## config.mk

```make
export PLATFORM = sky130hd
export DESIGN_NAME = line_follow_controller
export DESIGN_NICKNAME = d
export VERILOG_FILES = /design/src/rtl/line_follow_controller.sv
export SDC_FILE = /design/constraint.sdc
export NUM_CORES = 1
export LEC_CHECK = 0
export ABC_AREA = 1
export BUFFER_PORTS_ARGS = -buffer_cell sky130_fd_sc_hd__buf_2
export CORE_UTILIZATION = 45
export DETAILED_ROUTE_END_ITERATION = 8
export PLACE_DENSITY = 0.64
export SYNTH_ARGS = -nofsm -noshare
export SYNTH_HDL_FRONTEND = slang
export SYNTH_SLANG_ARGS = --single-unit
```

## constraint.sdc

```tcl
create_clock -name clk -period 1.7 [get_ports clk]
set_input_delay 0.085 -clock clk [delete_from_list [all_inputs] [get_ports clk]]
set_output_delay 0.085 -clock clk [all_outputs]
set_load 0.01 [all_outputs]
```

## src/rtl/line_follow_controller.sv

```systemverilog
// Line-following motion sequencer: debounces the three line sensors and steps a
// steering FSM once per motor period, driving enable/direction to both PWM drivers.
module line_follow_controller #(
    parameter int PERIOD       = 1_000_000,
    parameter int DEBOUNCE     = 16,
    parameter int LOST_PERIODS = 25
) (
    input  logic       clk,
    input  logic       reset,
    input  logic       run,
    input  logic       sensor_l,
    input  logic       sensor_m,
    input  logic       sensor_r,
    output logic       period_start,
    output logic       motor_l_en,
    output logic       motor_l_dir,
    output logic       motor_r_en,
    output logic       motor_r_dir,
    output logic [2:0] state_out
);
    localparam int CW = (PERIOD > 1) ? $clog2(PERIOD) : 1;
    localparam int DW = $clog2(DEBOUNCE + 1);
    localparam int LW = $clog2(LOST_PERIODS + 1);
    localparam logic [CW-1:0] CNT_LAST  = CW'(PERIOD - 1);
    localparam logic [DW-1:0] DCNT_LAST = DW'(DEBOUNCE - 1);
    localparam logic [LW-1:0] LOST_LAST = LW'(LOST_PERIODS - 1);

    localparam logic [2:0] S_IDLE = 3'd0;
    localparam logic [2:0] S_FWD  = 3'd1;
    localparam logic [2:0] S_GL   = 3'd2;
    localparam logic [2:0] S_SL   = 3'd3;
    localparam logic [2:0] S_GR   = 3'd4;
    localparam logic [2:0] S_SR   = 3'd5;
    localparam logic [2:0] S_LOST = 3'd6;
    localparam logic [2:0] S_STOP = 3'd7;

    // motor command packing: {l_en, l_dir, r_en, r_dir}
    localparam logic [3:0] CMD_OFF = 4'b0101;

    logic [CW-1:0] cnt;
    logic          boundary;
    logic [2:0]    raw, cand, filt;
    logic [DW-1:0] dcnt;
    logic [LW-1:0] lost_cnt;
    logic [2:0]    state, next_state;
    logic [3:0]    mot;

    function automatic logic [2:0] map_pat(input logic [2:0] p);
        case (p)
            3'b001:  map_pat = S_GL;
            3'b011:  map_pat = S_SL;
            3'b100:  map_pat = S_GR;
            3'b110:  map_pat = S_SR;
            3'b111:  map_pat = S_LOST;
            default: map_pat = S_FWD;
        endcase
    endfunction

    function automatic logic [3:0] cmd_of(input logic [2:0] s);
        case (s)
            S_FWD:   cmd_of = 4'b1111;
            S_GL:    cmd_of = 4'b0111;
            S_SL:    cmd_of = 4'b1011;
            S_GR:    cmd_of = 4'b1101;
            S_SR:    cmd_of = 4'b1110;
            default: cmd_of = CMD_OFF;
        endcase
    endfunction

    assign boundary = (cnt == CNT_LAST);
    assign raw      = {sensor_l, sensor_m, sensor_r};

    always_ff @(posedge clk or posedge reset) begin
        if (reset) begin
            cnt          <= '0;
            period_start <= 1'b0;
        end else begin
            cnt          <= boundary ? '0 : cnt + 1'b1;
            period_start <= boundary;
        end
    end

    always_ff @(posedge clk or posedge reset) begin
        if (reset) begin
            cand <= 3'b111;
            filt <= 3'b111;
            dcnt <= '0;
        end else if (raw != cand) begin
            cand <= raw;
            dcnt <= '0;
        end else if (dcnt == DCNT_LAST) begin
            filt <= cand;
        end else begin
            dcnt <= dcnt + 1'b1;
        end
    end

    // all-white needs per-state handling; every other pattern maps directly
    always_comb begin
        next_state = map_pat(filt);
        if (filt == 3'b111) begin
            case (state)
                S_LOST:  next_state = (lost_cnt == LOST_LAST) ? S_STOP : S_LOST;
                S_STOP:  next_state = S_STOP;
                default: next_state = S_LOST;
            endcase
        end
    end

    always_ff @(posedge clk or posedge reset) begin
        if (reset) begin
            state    <= S_IDLE;
            mot      <= CMD_OFF;
            lost_cnt <= '0;
        end else if (!run) begin
            state <= S_IDLE;
            mot   <= CMD_OFF;
        end else if (boundary) begin
            state <= next_state;
            // LOST keeps whatever the motors were last told
            if (next_state != S_LOST)
                mot <= cmd_of(next_state);
            else
                lost_cnt <= (state == S_LOST) ? lost_cnt + 1'b1 : '0;
        end
    end

    assign {motor_l_en, motor_l_dir, motor_r_en, motor_r_dir} = mot;
    assign state_out = state;
endmodule
```

**Yosys cells after proc, flatten, opt, wreduce, memory -nomap -nowiden**

Index checks and enable logic that the tools add are counted.

- Multiplexer cells: 14
- Add/sub/neg operators: 3
- Bitwise operators: 2
- Eq/ne operators: 20
- Reduce and logical (&&, ||, !) cells: 3

Operators with widths:

| operator | number |
|---|---|
| $eq 3x3->1 const B | 7 |
| $add 20x1->20 const B | 1 |
| $eq 20x20->1 const B | 1 |
| $mux 20 | 1 |
| $pmux 4 s5 | 1 |
| $mux 5 | 3 |
| $mux 4 | 3 |
| $pmux 3 s4 | 1 |
| $add 5x1->5 const B | 2 |
| $eq 3x2->1 const B | 3 |
| $mux 3 | 3 |
| $eq 3x1->1 const B | 2 |
| $eq 5x4->1 const B | 1 |
| $eq 5x5->1 const B | 1 |
| $ne 2x1->1 const B | 2 |
| $reduce_and 2->1 | 2 |
| $ne 3x3->1 | 1 |
| $ne 3x3->1 const B | 1 |
| $reduce_and 3->1 | 1 |
| $ne 2x2->1 const B | 1 |
| $not 1->1 | 2 |
| $pmux 1 s2 | 1 |
| $mux 1 | 1 |

- Output and inout port bits: 8
- Input bits: 6
- Bits in registers: 44
- Logic and storage cells: 50

**Logic depth before layout (Yosys ltp)**

Gate-level depths: netlist of the first run.

- Depth in word-level cells: 9
- Mapped depth: 10
- Depth with buffers taken out: 10

**Least setup slack after synthesis of the first run**

No wires, ideal clock.

- Path kind: reg2reg
- From: register dcnt[0]
- To: register dcnt[3]
- Setup slack: 0.237 ns
- Library setup time: 0.125 ns
- Arrival time: 1.338 ns
- Cell stages (with the launch flop): 8
- Path buffers: 0
- Clock period less this slack: 1.463 ns
- Cell sequence: dfrtp_1 > ha_1 > and3_1 > ha_1 > nor2_1 > nand3_1 > xor2_1 > nor2_1

- Cells in the longest elaborated chain, start to end: 3
- Elaborated cells between the ends (all ways): 5
- Those cells by class: add/sub: 1; eq/ne: 2; mux: 2

RTL lines:

| item | line | text |
|---|---|---|
| from (decl) | 43 | `logic [DW-1:0] dcnt;` |
| from (signal assigned) | 94 | `dcnt <= dcnt + 1'b1;` |
| $add 5x1->5 | 94 |  |
| $mux 5 | 91 | `end else if (dcnt == DCNT_LAST) begin` |
| $mux 5 | 88 | `end else if (raw != cand) begin` |

Parallel ways exist; a longest one is shown, timed or not. The select of a mux whose other input is x is not followed.
A chain may end at the register's enable or synchronous reset.

**Worst setup path in the final report of the first run**

- From: register dcnt[0]
- To: register dcnt[4]

Same word-level chain as after synthesis.

==> results of run 1 <==
[cells in the final DEF (no fill, tap or decap), drive strengths merged]
cell type,synthesis,layout
a21oi,6,6
a31oi,2,2
and3,1,1
buf,0,17
clkbuf,3,8
clkinv,0,1
dfrtp,36,36
dfstp,8,8
dlygate4sd3,0,4
ha,5,5
inv,38,37
nand2,89,89
nand3,26,26
nand4,6,6
nor2,51,51
nor3,1,1
nor3b,1,1
o21ai,6,6
o31ai,1,1
or2,2,2
xnor2,8,8
xor2,12,12
[through the flow]
stage | util | instance area, sq um | instances | setup slack, ps
2_1_floorplan | - | 2390 | 302 | 237
3_3_place_gp | 0.504 | 2580 | 386 | 174
3_5_place_dp | 0.504 | 2580 | 386 | 136
4_1_cts | 0.532 | 2720 | 398 | 128
5_1_grt | 0.533 | 2720 | 398 | 20.0
6_report | 0.533 | 2720 | 398 | 93.0
[state kept, by name, indices dropped and copies added (netlist names)]
name,flops
mot,4
dcnt,5
cand,3
period_start,1
lost_cnt,5
state_out,3
filt,3
cnt,20
[logic make-up after synthesis]
| family | count (synthesis) | share of synthesized area |
|---|---|---|
| adders and majority gates | 5 | 0.0262 |
| and+or+nand+nor | 177 | 0.337 |
| AOI/OAI and AO/OA | 15 | 0.0335 |
| xor gates and xnor gates | 20 | 0.0732 |
| buffers and inverters | 41 | 0.0654 |
| DFF | 44 | 0.464 |
[worst register-to-register path, stage by stage, from the launching register on]
cell and delay [ps]:
dfrtp_1 400, ha_1 220, and3_1 190, ha_1 230, inv_1 130, nor2_1 60
buf_4 150, nand2_1 60, o31ai_1 60
[final cells by class]
cell class	instances	area [sq um]
clock buffer	8	100
fill	509	2390
inverter	38	145
multi-input combinational	217	1130
sequential	44	1110
tap	70	87.6
timing repair buffer	21	148
[final timing paths]
path | startpoint | end
max | dcnt[0] | dcnt[4]
max in group asynchronous | reset | cnt[14]
min reg2reg | mot[0] | mot[0]
max reg2reg | dcnt[0] | dcnt[4]
min | run | state_out[2]
min in group asynchronous | reset | mot[1]
[metal layers]
layer / vias up / track usage / routed length [microns]
li1: 986 / - / -
met1: 882 / 0.257 / 2350
met2: 23 / 0.265 / 2010
met3: 7 / 0.0415 / 136
met4: 0 / 0.0755 / 72
met5: - / 0 / 0
[repair_timing]
item / CTS / global route
hold buffers: 4 / 0
hold endpoints to repair: 11 / 0
setup endpoints to repair: 0 / 6
resized for setup: 0 / 4
[power by group through the flow]
stage,sequential [mW],combinational (mW),clock (mW)
after CTS,1.09,0.132,0.741
final,1.09,0.130,0.713
after global placement,1.11,0.124,0
after floorplan,1.11,0.0727,0
after detailed placement,1.11,0.125,0
after global routing,1.09,0.150,0.781
==> results.py, run 1 <==
metrics = {
    "status": {
        "outcome": "finished, final reports clean",
    },
    "worst_hold_path": {
        "hold_path.class": "in -> reg",
        "worstHoldPathCells": 3,
    },
    "power_and_ir_drop": {
        "p_clk_frac": 0.369,
        "vdd_ir_drop_max_uv": 434,
        "swShare": 0.226,
        "power_mw": 1.93,
        "cellPowerDensity_mw_per_mm2": 711,
        "internal_power_mw": 1.50,
        "power_frac_seq": 0.564,
        "switching_power_uw": 437,
        "comb_power_share": 0.067,
        "p_leak_nw": 1.33,
    },
    "global_route": {
        "grt_pass1_vias": 1640,
        "grt_max_degree": 29,
        "grt_usage": 0.181,
        "grt_pass1_wl_microns": 7450,
        "antenna_found_initial": 0,
        "gr-total-overflow": 0,
    },
    "sta": {
        "post-route-period-util": 0.945,
        "timing.final.hold_violations": 0,
        "holdWs_ps": 147,
        "slew_headroom": 0.558,
        "drv_slew": 0,
        "finalSetupViolCount": 0,
        "setup_tns_ps": 0,
        "tightest_slew_ps": 658,
        "finalClockSkew_ps": 1.84,
        "rsz0062_at_grt": "no",
        "fmax_mhz": 622,
        "period_minus_slack_ps": 1610,
    },
    "worst_setup_path": {
        "worstPathArrival_ps": 1790,
        "worst_path_most_repeated_cell": "ha_1",
        "cp.required_ps": 1880,
        "startpoint_type": "flip-flop",
        "r2r_setup_slack_ps": 90,
        "setup.worst_path.class": "reg -> reg",
        "end_kind": "flip-flop",
        "critPathMaxFanout": 7,
        "cp_top_family": "adder cells",
        "slowest_stage": "dfrtp_1",
        "crit_cells": 8,
        "slowest_delay_ps": 400,
        "reg2regPathDepth": 8,
        "path_cells": "ha_1 -> and3_1 -> ha_1 -> inv_1 -> nor2_1 -> buf_4 -> nand2_1 -> o31ai_1",
        "cp.buffers_inverters": 2,
    },
    "route": {
        "dr.pass1.iters": 4,
        "wirelength_microns": 4570,
        "antenna_left": 0,
        "via_per_inst": 4.77,
        "drt_iter0_drc": 76,
        "drc_errors": 0,
        "vias": 1898,
        "wl_per_cell_microns": 11.5,
    },
    "synth": {
        "postSynthCellCount": 302,
        "synth.distinct_cells": 28,
        "ys.flop_type": "dfrtp_1",
        "yosysTopAreaCellShare": 0.377,
        "yosysWarnings": 0,
        "synth_area_sq_mm": 0.00239,
        "synth_common_cells": "nand2_1 (85), nor2_1 (45), dfrtp_1 (36)",
        "synth.most_common_cell": "nand2_1",
        "synth_top_area_cell": "dfrtp_1",
        "seq_area_frac_synth": 0.464,
        "synth_async_sr_flop_share": 1.00,
        "avgSynthCellArea_sq_um": 7.92,
        "syn_nets": 313,
        "ys_ff_latch": 44,
        "synthTopCellsByArea": "dfrtp_1 (38%), nand2_1 (13%), dfstp_2 (8.8%)",
        "synth-edff-count": 0,
    },
    "die": {
        "start_util": 0.468,
        "die_area_sq_mm": 0.00561,
        "io_pins": 14,
        "core.rowCount": 26,
        "die_h_microns": 74.9,
        "die_width_microns": 74.9,
        "fp.coreArea_sq_mm": 0.00511,
    },
    "placed_design": {
        "globalplace.congestion": 0.860,
        "dp.final_hpwl_microns": 3400,
        "io_buffers": 13,
    },
    "cells_and_area": {
        "diodes": 0,
        "nets": 338,
        "area_growth_pct": 13.8,
        "layout-drive-gt1-share": 0.168,
    },
    "clocking": {
        "clk_pin_slew_ps": 80,
        "numCtsBuffers": 5,
        "post_cts_buffers": 0,
        "clock-sinks": 44,
        "worst_skew_pair.late_latency_ps": 300,
        "cts-htree-levels": 2,
        "cts_buffer_depth": 2,
        "clockRootBuffer": "clkbuf_8",
        "cts_tree": "built",
    },
    "job": {
        "drv_cap": 0,
    },
}
(Power assumes the default switching activity.)
==> run 2, diff against run 1 <==
--- a/config.mk
+++ b/config.mk
@@ -6,9 +6,10 @@
 export NUM_CORES = 1
 export LEC_CHECK = 0
 export ABC_AREA = 1
-export BUFFER_PORTS_ARGS = -buffer_cell sky130_fd_sc_hd__buf_2
+export BUFFER_PORTS_ARGS = -buffer_cell sky130_fd_sc_hd__buf_4
 export CORE_UTILIZATION = 45
 export DETAILED_ROUTE_END_ITERATION = 8
+export HOLD_SLACK_MARGIN = 0.1
 export PLACE_DENSITY = 0.64
 export SYNTH_ARGS = -nofsm -noshare
 export SYNTH_HDL_FRONTEND = slang
==> constraint.sdc (replaced) <==
create_clock -name clk -period 1.7 [get_ports clk]
set_input_delay 0.34 -clock clk [delete_from_list [all_inputs] [get_ports clk]]
set_output_delay 0.34 -clock clk [all_outputs]
set_load 0.01 [all_outputs]
==> run 2 against run 1 <==
Final area rose by 0.78%. Highest routed layer unchanged. Sequential power hardly changed. Clock skew rose by 7.4 ps. Clock power grew 17%. Global-route usage fell by 1.0 points. Core utilization up 0.42 points. Setup slack better by 17 ps. Critical endpoint is now filt[1]. Hold slack gained 10 ps. Non-clock buffer count fell by 3. Critical path depth is 1 lower. Sequential cell count is the same.
==> results.py, run 2 (synthesis results as in run 1) <==
metrics = {
    "status": {
        "outcome": "finished, final reports clean",
    },
    "power_and_ir_drop": {
        "power_frac_seq": 0.530,
        "internal_power_mw": 1.61,
        "switching_power_uw": 446,
        "comb_power_share": 0.065,
        "swShare": 0.217,
        "cellPowerDensity_mw_per_mm2": 751,
        "p_clk_frac": 0.405,
        "p_leak_nw": 1.34,
        "vdd_ir_drop_max_uv": 499,
    },
    "clocking": {
        "worst_skew_pair.late_latency_ps": 290,
        "cts_buffer_depth": 2,
        "clk_pin_slew_ps": 90,
        "numCtsBuffers": 5,
        "clockRootBuffer": "clkbuf_8",
        "cts_tree": "built",
        "cts-htree-levels": 2,
        "clock-sinks": 44,
    },
    "worst_setup_path": {
        "critPathMaxFanout": 7,
        "slowest_stage": "dfrtp_1",
        "slowest_delay_ps": 400,
        "worst_path_most_repeated_cell": "ha_1",
        "end_kind": "flip-flop",
        "worstPathArrival_ps": 1810,
        "crit_start": "dcnt[0]",
        "r2r_end": "filt[1]",
        "setup.worst_path.class": "reg -> reg",
        "startpoint_type": "flip-flop",
        "path_cells": "ha_1 -> and3_1 -> ha_1 -> inv_1 -> nor2_1 -> buf_4 -> o21ai_0",
        "r2r-start": "dcnt[0]",
        "reg2regPathDepth": 7,
        "cp.required_ps": 1920,
        "r2r_setup_slack_ps": 110,
    },
    "cells_and_area": {
        "max_flop_register": "cnt",
        "diodes": 0,
        "nFillCells": 488,
        "layout_common_cells": "nand2_1 (85), nor2_1 (44), dfrtp_1 (36)",
        "fin_cells": 395,
        "layout-drive-gt1-share": 0.169,
        "area_growth_pct": 14.6,
        "largest_reg_flops": 20,
        "top_regs": "cnt: 20 flops, dcnt: 5 flops, lost_cnt: 5 flops",
        "final_common_cell": "nand2_1",
        "nets": 335,
    },
    "sta": {
        "slew_headroom": 0.776,
        "tightest_slew_ps": 334,
        "finalClockSkew_ps": 9.26,
        "holdWs_ps": 157,
        "finalSetupViolCount": 0,
        "timing.final.hold_violations": 0,
        "period_minus_slack_ps": 1590,
        "rsz0062_at_grt": "no",
        "post-route-period-util": 0.935,
        "fmax_mhz": 629,
        "drv_slew": 0,
        "setup_tns_ps": 0,
    },
    "global_route": {
        "antenna_found_initial": 0,
        "grt_pass1_vias": 1670,
        "grt_usage": 0.171,
        "grt_max_degree": 45,
        "gr-total-overflow": 0,
        "grt_pass1_wl_microns": 7170,
    },
    "route": {
        "top_layer": "met4",
        "wirelength_met1_microns": 2230,
        "drt_iter0_drc": 80,
        "dr.pass1.iters": 4,
        "antenna_left": 0,
        "wirelength_microns": 4380,
        "routed-wl-met3_microns": 111,
        "vias": 1895,
        "wl_met2_microns": 1990,
        "drc_errors": 0,
        "wl_per_cell_microns": 11.1,
        "via_per_inst": 4.80,
    },
    "worst_hold_path": {
        "hold_path_end": "cand[0]",
        "hold_start": "sensor_r",
        "worstHoldPathCells": 1,
        "hold_path.class": "in -> reg",
    },
    "die": {
        "start_util": 0.468,
        "core.rowCount": 26,
        "io_pins": 14,
        "die_h_microns": 74.9,
        "die_width_microns": 74.9,
        "die_area_sq_mm": 0.00561,
        "fp.coreArea_sq_mm": 0.00511,
    },
    "placed_design": {
        "dp.final_hpwl_microns": 3280,
        "placedCellCount": 385,
        "io_buffers": 13,
        "globalplace.congestion": 0.872,
    },
    "job": {
        "drv_cap": 0,
    },
}
-- run 2: final cells by class --
cell class,count,area (sq um),area share
clock buffers,6,82.6,0.0301
clock inverters,2,38.8,0.0141
inverters,38,145,0.0529
multi-input cells,217,1130,0.411
flip-flops and latches,44,1110,0.405
well taps,70,87.6,0.0319
repair buffers,18,150,0.0547
-- run 2: power groups by stage --
| stage | clock [mW] | sequential [mW] | combinational [mW] |
|---|---|---|---|
| floorplan | 0 | 1.11 | 0.0727 |
| global placement | 0 | 1.11 | 0.134 |
| detailed placement | 0 | 1.11 | 0.135 |
| CTS | 0.866 | 1.09 | 0.137 |
| finish | 0.833 | 1.09 | 0.134 |
| global route | 0.896 | 1.10 | 0.153 |
-- run 2: worst max-delay path by stage --
stage,slack (ps),to,depth (start not counted)
6_report,110,filt[1],7
5_1_grt,4,filt[1],7
4_1_cts,90,lost_cnt[3],8
3_5_place_dp,120,lost_cnt[3],8
3_3_place_gp,130,lost_cnt[4],8
2_1_floorplan,240,dcnt[3],7
-- run 2: per-stage QoR --
stage          utilization  worst slack, ps  power (mW)  cell area [sq um]
3_3_place_gp         0.509              130        1.25               2600
4_1_cts              0.535             87.8        2.10               2730
2_1_floorplan            -              237        1.19               2390
3_5_place_dp         0.509              117        1.25               2600
6_report             0.537              110        2.06               2740
5_1_grt              0.537             4.48        2.14               2740
-- run 2: per-layer routing --
metal,up-vias,GRT usage
li1,985,-
met1,880,0.236
met2,26,0.262
met3,4,0.0415
met4,0,0.0566
met5,-,0
-- run 2: critical path, delay by kind of cell, from the launching register on --
| kind | cells | cell delay, ps |
|---|---|---|
| AND/OR/NAND/NOR | 2 | 250 |
| flip-flops | 1 | 400 |
| adder cells (fa/ha/maj) | 2 | 450 |
| AO/OA/AOI/OAI | 1 | 160 |
| buffers and inverters | 2 | 270 |
-- run 2: what timing repair did --
item	CTS	global route
endpoints found under the hold margin	36	0
setup buffers	0	1
hold buffers	1	0
gates resized for setup	0	1
setup endpoints to repair	0	6
==> run 3, diff against run 2 <==
--- a/config.mk
+++ b/config.mk
@@ -10,7 +10,6 @@
 export CORE_UTILIZATION = 45
 export DETAILED_ROUTE_END_ITERATION = 8
 export HOLD_SLACK_MARGIN = 0.1
-export PLACE_DENSITY = 0.64
 export SYNTH_ARGS = -nofsm -noshare
 export SYNTH_HDL_FRONTEND = slang
 export SYNTH_SLANG_ARGS = --single-unit
==> run 3 against run 2 <==
Combinational power barely moved. Die area did not move. Global-route usage rose by 0.78 points. Final area rose by 0.14%. Clock power fell by 0.8%. Sequential cell count did not move. Clock-buffer cell count fell by 1. Critical path depth did not move. Setup slack improved by 37 ps. Non-clock buffer count rose by 1. Sequential share of layout area fell by 0.055 points. Core utilization rose by 0.073 points. Critical path type unchanged. Critical endpoint is now dcnt[2]. Largest cell class unchanged. Largest power group unchanged.
==> results.py, run 3 (synthesis results as in run 1) <==
metrics = {
    "cells_and_area": {
        "largest_reg_flops": 20,
        "fin_cells": 396,
        "final_common_cell": "nand2_1",
        "final_util": 0.538,
        "max_flop_register": "cnt",
        "layout-drive-gt1-share": 0.175,
        "top_regs": "cnt: 20 flops, dcnt: 5 flops, lost_cnt: 5 flops",
        "area_growth_pct": 14.8,
        "layout_common_cells": "nand2_1 (85), nor2_1 (43), dfrtp_1 (36)",
        "nets": 336,
        "diodes": 0,
    },
    "sta": {
        "drv_slew": 0,
        "worst_slack_ps": 147,
        "fmax_mhz": 644,
        "setup_tns_ps": 0,
        "post-route-period-util": 0.914,
        "finalClockSkew_ps": 8.55,
        "timing.final.hold_violations": 0,
        "slew_headroom": 0.828,
        "finalSetupViolCount": 0,
        "period_minus_slack_ps": 1550,
        "rsz0062_at_grt": "no",
        "tightest_slew_ps": 257,
        "holdWs_ps": 146,
    },
    "clocking": {
        "clock-sinks": 44,
        "clockRootBuffer": "clkbuf_8",
        "cts_tree": "built",
        "cts-htree-levels": 2,
        "numCtsBuffers": 5,
        "clk_pin_slew_ps": 90,
        "worst_skew_pair.late_latency_ps": 300,
        "cts_buffer_depth": 2,
    },
    "die": {
        "die_width_microns": 74.9,
        "core.rowCount": 26,
        "fp.coreArea_sq_mm": 0.00511,
        "io_pins": 14,
        "start_util": 0.468,
        "die_area_sq_mm": 0.00561,
        "die_h_microns": 74.9,
    },
    "worst_setup_path": {
        "startpoint_type": "flip-flop",
        "setup.worst_path.class": "reg -> reg",
        "path_cells": "ha_1 -> and3_1 -> ha_1 -> inv_1 -> nand2_1 -> xor2_1 -> nor2_1",
        "worstPathArrival_ps": 1790,
        "critPathMaxFanout": 4,
        "end_kind": "flip-flop",
        "cp_top_family": "adder cells",
        "slowest_delay_ps": 400,
        "cp.buffers_inverters": 1,
        "worst_path_most_repeated_cell": "ha_1",
        "cp.required_ps": 1930,
        "slowest_stage": "dfrtp_1",
    },
    "route": {
        "dr.pass1.iters": 4,
        "antenna_left": 0,
        "vias": 1826,
        "wirelength_microns": 4450,
        "wl_per_cell_microns": 11.2,
        "via_per_inst": 4.61,
        "drt_iter0_drc": 93,
        "drc_errors": 0,
    },
    "global_route": {
        "antenna_found_initial": 0,
        "grt_usage": 0.178,
        "gr-total-overflow": 0,
        "grt_pass1_wl_microns": 7400,
        "grt_max_degree": 45,
        "grt_pass1_vias": 1667,
    },
    "job": {
        "drv_cap": 0,
    },
    "status": {
        "outcome": "finished, final reports clean",
    },
    "placed_design": {
        "globalplace.congestion": 0.850,
        "detailedPlace.worstSlack_ps": 134,
        "io_buffers": 13,
        "dp.final_hpwl_microns": 3280,
        "placedCellCount": 387,
    },
    "power_and_ir_drop": {
        "vdd_ir_drop_max_uv": 569,
        "p_leak_nw": 1.33,
        "cellPowerDensity_mw_per_mm2": 746,
    },
    "worst_hold_path": {
        "hold_path.class": "in -> reg",
    },
}
[run 3: worst paths after layout]
| check | slack, ps | cells after the start | start | endpoint |
|---|---|---|---|---|
| setup / recovery | 150 | 7 | dcnt[0] | dcnt[2] |
| hold / removal | 150 | 1 | sensor_r | cand[0] |
| max in group asynchronous | 810 | 4 | reset | mot[2] |
| min in group asynchronous | 620 | 4 | reset | dcnt[1] |
| hold reg to reg | 470 | 2 | mot[2] | mot[2] |
| setup reg to reg | 150 | 7 | dcnt[0] | dcnt[2] |
[run 3: worst reg2reg max path, stage by stage, from the launching register on]
cell	delay, ps
dfrtp_1	400
ha_1	220
and3_1	180
ha_1	230
inv_1	130
nand2_1	90
xor2_1	140
nor2_1	100
[run 3: cell type report]
type / instances / area [sq um]
clock buffer: 5 / 68.8
clock inverter: 3 / 46.3
fill: 519 / 2360
inverter: 38 / 145
multi-input combinational: 217 / 1130
sequential: 44 / 1110
tap: 70 / 87.6
timing repair buffer: 19 / 158
[run 3: where the power goes]
| part | leakage (nW) | internal (mW) | switching (mW) |
|---|---|---|---|
| logic | 0.708 | 0.0553 | 0.0761 |
| clock network | 0.0548 | 0.443 | 0.383 |
| registers | 0.571 | 1.08 | 0.0140 |
| total | 1.33 | 1.57 | 0.473 |
[run 3: what timing repair did]
action,in CTS,in global routing
endpoints found under the setup margin,0,5
hold buffers,1,0
gates resized for setup,0,2
setup buffers,0,0
hold endpoints to repair,36,0
[run 3: metal layers]
metal / share of wire / global-route usage / wire length [microns]
met5: 0 / 0 / 0
met4: 0.010 / 0.0440 / 45
met3: 0.018 / 0.0602 / 82
met2: 0.46 / 0.278 / 2030
met1: 0.52 / 0.239 / 2290
[run 3: stage by stage]
step | total power, mW | area [sq um]
6_report | 2.05 | 2750
5_1_grt | 2.14 | 2750
4_1_cts | 2.08 | 2740
3_5_place_dp | 1.24 | 2620
3_3_place_gp | 1.24 | 2620
2_1_floorplan | 1.19 | 2390
